$ cat src/rtl/iq_stream_deframer_pkg.sv
// -----------------------------------------------------------------------------
// iq_stream_deframer_pkg
// Shared definitions for the I/Q stream deframer:
//   - default channel count and word width used by the VVM DSP chain
//   - frame word order (I at even index, Q at odd index) and the index helper
//   - deframer FSM state encoding
// -----------------------------------------------------------------------------
package iq_stream_deframer_pkg;

  localparam int DEF_N_CH = 4;
  localparam int DEF_DW   = 21;

  // Position of a component inside one channel's word pair.
  localparam int IQ_I = 0;
  localparam int IQ_Q = 1;

  typedef enum logic {
    ST_IDLE    = 1'b0,
    ST_COLLECT = 1'b1
  } state_e;

  // Frame word index of component iq (IQ_I/IQ_Q) of channel ch.
  function automatic int iq_idx(input int ch, input int iq);
    return (2 * ch) + iq;
  endfunction

endpackage

$ cat src/rtl/iq_round_sat.sv
// -----------------------------------------------------------------------------
// iq_round_sat
// Combinational width reduction of a signed word: round half up by S=DW-OUT_DW
// bits, then saturate to the signed OUT_DW range. S=0 is a plain pass-through.
// Ports:
//   i_word  in  DW      signed input word
//   o_word  out OUT_DW  rounded and saturated word
// -----------------------------------------------------------------------------
module iq_round_sat #(
  parameter int DW     = 21,
  parameter int OUT_DW = 21
) (
  input  logic [DW-1:0]     i_word,
  output logic [OUT_DW-1:0] o_word
);

  localparam int S = DW - OUT_DW;

  generate
    if (S == 0) begin : g_pass
      assign o_word = i_word;
    end else begin : g_round
      localparam logic [DW:0] HALF = (DW + 1)'(1) << (S - 1);

      // One guard bit above the output width catches overflow from rounding.
      logic [OUT_DW:0] w_shr;
      assign w_shr = (OUT_DW + 1)'(({i_word[DW-1], i_word} + HALF) >> S);

      // Guard bit disagreeing with the output sign bit means out of range.
      always_comb begin
        if (w_shr[OUT_DW] != w_shr[OUT_DW-1]) begin
          o_word = w_shr[OUT_DW] ? {1'b1, {(OUT_DW - 1){1'b0}}}
                                 : {1'b0, {(OUT_DW - 1){1'b1}}};
        end else begin
          o_word = w_shr[OUT_DW-1:0];
        end
      end
    end
  endgenerate

endmodule

$ cat src/rtl/iq_stream_deframer.sv
// -----------------------------------------------------------------------------
// iq_stream_deframer
// Deserialises the time-multiplexed I/Q stream (I0,Q0,...,I(N-1),Q(N-1)) into
// a parallel register bank, with width reduction, abort detection, a frame
// counter and a selectable single-channel tap.
// Ports:
//   sample_clk    in   sample clock, rising edge
//   sample_rst_n  in   asynchronous active-low reset
//   stream_in     in   signed I/Q word, valid while strobe_in=1
//   strobe_in     in   word valid; 2*N_CH contiguous cycles per frame
//   clear_err     in   pulse; clears frame_err (an abort in the same cycle wins)
//   sel           in   channel index for the i_sel/q_sel tap
//   iq_flat       out  {Q(N-1),I(N-1),...,Q0,I0}, I0 in the LSBs
//   i_sel, q_sel  out  I/Q of channel sel; 0 when sel >= N_CH
//   strobe_out    out  one-cycle pulse when iq_flat/i_sel/q_sel just updated
//   frame_err     out  sticky: a frame was aborted
//   frame_cnt     out  number of complete frames, wrapping
// -----------------------------------------------------------------------------
module iq_stream_deframer
  import iq_stream_deframer_pkg::*;
#(
  parameter int N_CH   = DEF_N_CH,
  parameter int DW     = DEF_DW,
  parameter int OUT_DW = DEF_DW,
  parameter int FCNT_W = 16,
  // Sized to hold N_CH itself so an out-of-range channel can be addressed.
  localparam int SEL_W = $clog2(N_CH + 1)
) (
  input  logic                     sample_clk,
  input  logic                     sample_rst_n,
  input  logic [DW-1:0]            stream_in,
  input  logic                     strobe_in,
  input  logic                     clear_err,
  input  logic [SEL_W-1:0]         sel,
  output logic [2*N_CH*OUT_DW-1:0] iq_flat,
  output logic [OUT_DW-1:0]        i_sel,
  output logic [OUT_DW-1:0]        q_sel,
  output logic                     strobe_out,
  output logic                     frame_err,
  output logic [FCNT_W-1:0]        frame_cnt
);

  localparam int NW     = 2 * N_CH;
  localparam int IDX_W  = $clog2(NW);
  localparam int FLAT_W = NW * OUT_DW;

  state_e                r_state;
  logic [IDX_W-1:0]      r_idx;
  logic [OUT_DW-1:0]     r_shadow [NW];
  logic [FLAT_W-1:0]     r_iq_flat;
  logic [OUT_DW-1:0]     r_i_sel;
  logic [OUT_DW-1:0]     r_q_sel;
  logic                  r_strobe_out;
  logic                  r_frame_err;
  logic [FCNT_W-1:0]     r_frame_cnt;

  logic [OUT_DW-1:0]     w_word;
  logic                  w_last;
  logic [FLAT_W-1:0]     w_next_flat;
  logic [OUT_DW-1:0]     w_i_sel;
  logic [OUT_DW-1:0]     w_q_sel;

  iq_round_sat #(
    .DW     (DW),
    .OUT_DW (OUT_DW)
  ) u_round_sat (
    .i_word (stream_in),
    .o_word (w_word)
  );

  // Final word of a frame arriving this cycle (idx is never last in IDLE).
  assign w_last = strobe_in && (r_idx == IDX_W'(NW - 1));

  // Bank contents after this edge: the shadow plus the live last word on completion.
  always_comb begin
    w_next_flat = r_iq_flat;
    if (w_last) begin
      for (int k = 0; k < NW - 1; k++) begin
        w_next_flat[k*OUT_DW +: OUT_DW] = r_shadow[k];
      end
      w_next_flat[(NW-1)*OUT_DW +: OUT_DW] = w_word;
    end else begin
      w_next_flat = r_iq_flat;
    end
  end

  // Channel tap taken from the post-edge bank so it lands together with strobe_out.
  always_comb begin
    w_i_sel = '0;
    w_q_sel = '0;
    for (int c = 0; c < N_CH; c++) begin
      w_i_sel = (sel == SEL_W'(c)) ? w_next_flat[iq_idx(c, IQ_I)*OUT_DW +: OUT_DW] : w_i_sel;
      w_q_sel = (sel == SEL_W'(c)) ? w_next_flat[iq_idx(c, IQ_Q)*OUT_DW +: OUT_DW] : w_q_sel;
    end
  end

  // Frame FSM: word index, shadow bank, output bank, tap, error and frame counters.
  always_ff @(posedge sample_clk or negedge sample_rst_n) begin
    if (!sample_rst_n) begin
      r_state      <= ST_IDLE;
      r_idx        <= '0;
      for (int k = 0; k < NW; k++) begin
        r_shadow[k] <= '0;
      end
      r_iq_flat    <= '0;
      r_i_sel      <= '0;
      r_q_sel      <= '0;
      r_strobe_out <= 1'b0;
      r_frame_err  <= 1'b0;
      r_frame_cnt  <= '0;
    end else begin
      r_strobe_out <= 1'b0;
      r_i_sel      <= w_i_sel;
      r_q_sel      <= w_q_sel;
      // Cleared first so an abort later in this block overrides it.
      if (clear_err) begin
        r_frame_err <= 1'b0;
      end else begin
        r_frame_err <= r_frame_err;
      end
      case (r_state)
        ST_IDLE: begin
          if (strobe_in) begin
            r_shadow[0] <= w_word;
            r_idx       <= IDX_W'(1);
            r_state     <= ST_COLLECT;
          end else begin
            r_idx <= '0;
          end
        end
        ST_COLLECT: begin
          if (!strobe_in) begin
            r_frame_err <= 1'b1;
            r_idx       <= '0;
            r_state     <= ST_IDLE;
          end else if (w_last) begin
            r_iq_flat    <= w_next_flat;
            r_strobe_out <= 1'b1;
            r_frame_cnt  <= r_frame_cnt + FCNT_W'(1);
            r_idx        <= '0;
            r_state      <= ST_IDLE;
          end else begin
            r_shadow[r_idx] <= w_word;
            r_idx           <= r_idx + IDX_W'(1);
          end
        end
        default: begin
          r_idx   <= '0;
          r_state <= ST_IDLE;
        end
      endcase
    end
  end

  assign iq_flat    = r_iq_flat;
  assign i_sel      = r_i_sel;
  assign q_sel      = r_q_sel;
  assign strobe_out = r_strobe_out;
  assign frame_err  = r_frame_err;
  assign frame_cnt  = r_frame_cnt;

endmodule

$ cat config.mk
export PLATFORM = sky130hd
export DESIGN_NAME = iq_stream_deframer
export DESIGN_NICKNAME = d
export VERILOG_FILES = /design/src/rtl/iq_stream_deframer_pkg.sv /design/src/rtl/iq_round_sat.sv /design/src/rtl/iq_stream_deframer.sv
export SDC_FILE = /design/constraint.sdc
export NUM_CORES = 1
export LEC_CHECK = 0
export CAP_MARGIN = 20
export CORE_MARGIN = 3
export CORE_UTILIZATION = 46
export CTS_BUF_LIST = sky130_fd_sc_hd__clkbuf_4 sky130_fd_sc_hd__clkbuf_8
export DETAILED_ROUTE_END_ITERATION = 10
export MAX_ROUTING_LAYER = met4
export PLACE_DENSITY = 0.8
export REMOVE_ABC_BUFFERS = 1
export SLEW_MARGIN = 30
export SYNTH_ARGS = -nofsm -noshare
export SYNTH_HDL_FRONTEND = slang
export SYNTH_SLANG_ARGS = --single-unit
$ cat constraint.sdc
create_clock -name sample_clk -period 4.6 [get_ports sample_clk]
set_input_delay 0.92 -clock sample_clk [delete_from_list [all_inputs] [get_ports sample_clk]]
set_output_delay 0.92 -clock sample_clk [all_outputs]
set_load 0.1 [all_outputs]
==> flow_summary.toml <==
[yosys]
synth_edf_count = 0
async_reset_ff_share_pct = 100
netlist_top_cells_count = "379 x dfrtp_1, 341 x nand2_1, 292 x mux2_2"
yosysTopAreaCell = "dfrtp_1"
synth_area_um2 = 16600
synth_top_area_share_pct = 57.2
syn-instance-count = 1404
ys_seq_elements = 379
yosysSeqAreaShare_pct = 57.2
ys_warn_count = 0
synth_flop_cell = "dfrtp_1"
synth.avg_cell_area_um2 = 11.8
yosysMostFrequentCell = "dfrtp_1"
yosys.cell_types.count = 37
yosys-top-cells-area = "dfrtp_1 57%, mux2_2 20%, nand2_1 7.7%"

[grt]
gr-total-overflow = 0
grt-busiest-layer = "met2"
antenna_found_initial = 0
grtUsageMet1_pct = 31.8
grt_pass1_wl_mm = 71.7
grt_use_met2_pct = 37.9
grt_max_degree = 133
grt_use_met3_pct = 4.77
gr-usage-all-layers_pct = 24.3
grt_pass1_vias = 12600

[min_path]
hp-class = "in2async"

[sta]
rsz0062_at_grt = "false"
fin_crit_sh_pct = 69.4
worst_pin_slew_ps = 1050
finalClockSkew_ps = 15.7
min_period_ps = 3190
relSlewSlack_pct = 30.0
fmax_mhz = 313
setup_viol = 0
slew_violations = 0
timing.hold.ws_ps = 253
final-hold-violation-count = 0

[layout]
nFillCells = 2771
fin_cells = 2157
nets = 1684
area_growth_pct = 26.3
fin_area_um2 = 20900
drive_gt1_share_pct = 28.6
antenna_cells = 0

[clock_tree]
cts_resized = 0
cts_tree = "done"
cts.sinks = 379
post_cts_buffers = 0
clockBufferDepth = 3
clk_pin_slew_ps = 60
cts.hold.buffers_added = 0
cts_root_buffer = "clkbuf_8"
cts_made_buffers = 61
cts_max_level = 2
clock_latency_ps = 640

[setup_path]
cp_slowest_stage_delay_ps = 1190
critPathBufInv = 1
cp_max_fo = 6
worst-setup-path-type = "reg2out"
cp-end-kind = "output port"
cp.required_ps = 3680
worst-path-stages = 1
reg2regPathDepth = 7
r2r-end = "r_shadow[74]"
cp_top_family = "buffers and inverters"
arrival_ps = 2270
r2r_start = "r_idx[0]"
reg2reg_setup_slack_ps = 1550
crit_chain = "clkdlybuf4s50_1"
worst_setup_path_start_kind = "flip-flop"
startpoint = "frame_cnt[2]"
cpMaxStageDelayCell = "clkdlybuf4s50_1"
endpoint = "frame_cnt[2]"

[detailed_routing]
num_vias = 12100
routed_wl_mm = 45.6
vias_per_cell = 5.63
drt_iter0_markers = 644
ant_nets = 0
wl_per_cell_um = 21.2
drc = 0
first_pass_iters = 5

[placement]
portBuffers = 255
place_congestion = 0.839
place_area_um2 = 19500
dp.cells = 2045
dp_hpwl_mm = 27.3

[power_and_ir_drop]
power_mw = 7.75
sw_frac_of_total_pct = 24.9
p_switching_mw = 1.93
vdd_drop_max_v = 0.000247
power_leakage_nw = 9.34
p_int_mw = 5.82
clock_power_share_pct = 43.7
power.density_nw_per_um2 = 370
combPwrFrac_pct = 8.8
p_seq_share_pct = 47.5

[die]
std_cell_rows = 68
chipHeight_um = 196
die_x_um = 196
die_area_um2 = 38400
coreArea_um2 = 35100
initial_core_util_pct = 47.3
io_pins = 256

[job]
drv_cap = 0

[outcome]
status = "completed"
-- per-stage QoR --
stage          util (%)  setup TNS, ps  setup WS, ps
6_report           59.7              0          1410
5_1_grt            59.7              0          1300
4_1_cts            59.8              0          1340
3_5_place_dp       55.6              0          1000
3_3_place_gp       55.8              0          1100
2_1_floorplan         -        -518860         -3060
-- logic make-up after synthesis --
family | synth area share, %
flip-flops | 57.2
AO/OA/AOI/OAI | 5.25
AND/OR/NAND/NOR | 11.9
buffers and inverters | 2.75
XOR/XNOR | 0.792
multiplexers | 21.9
adder cells (fa/ha/maj) | 0.226
-- power by group through the flow --
stage               logic (mW)  registers (mW)  clock network, mW
floorplan                0.251            3.88                  0
global placement         0.675            3.72                  0
detailed placement       0.689            3.73                  0
CTS                      0.691            3.68               3.46
global route             0.724            3.70               3.60
finish                   0.683            3.68               3.38
-- worst min-delay path by stage --
stage	to	slack, ps	depth (start not counted)
finish	r_shadow[49]	250	1
CTS	iq_flat[154]	200	1
detailed placement	frame_cnt[15]	480	1
floorplan	r_shadow[46]	470	1
global route	r_shadow[49]	240	1
global placement	frame_cnt[15]	460	1
-- cell type report --
cell class,count,area [µm²],share of cell area (%)
repair buffers,279,2720,13.0
clock buffers,98,1240,5.90
inverters,4,15.0,0.0717
clock inverters,14,223,1.06
multi-input cells,928,6690,32.0
well taps,455,569,2.72
flip-flops and latches,379,9480,45.3
-- placed cells by master (no fill, tap or decap), drive strengths merged, types with 2 or more instances in the layout --
master,n
a21boi,2
a21oi,84
and2,4
and3,2
buf,41
bufinv,6
clkbuf,101
clkdlybuf4s50,235
clkinv,7
dfrtp,379
ha,3
inv,4
mux2,316
nand2,343
nand3,89
nand3b,3
nand4,6
nor2,7
nor3b,2
nor4,2
o311a,42
or2,2
xnor2,9
xor2,6
-- flip-flops by register name, summed over array words and instances (netlist names) --
signal	count
strobe_out	1
iq_flat	168
frame_err	1
q_sel	21
r_state	1
r_shadow	147
r_idx	3
frame_cnt	16
i_sel	21
-- layer usage --
metal  up-vias  wire, µm  share of wire (%)
met1      6206     19300                 42
met4         0      1420                3.1
li1       5384         -                  -
met3       101      3080                6.7
met2       448     21800                 48
met5         -         0                  0
No activity file was read; power rests on OpenSTA's default activity.
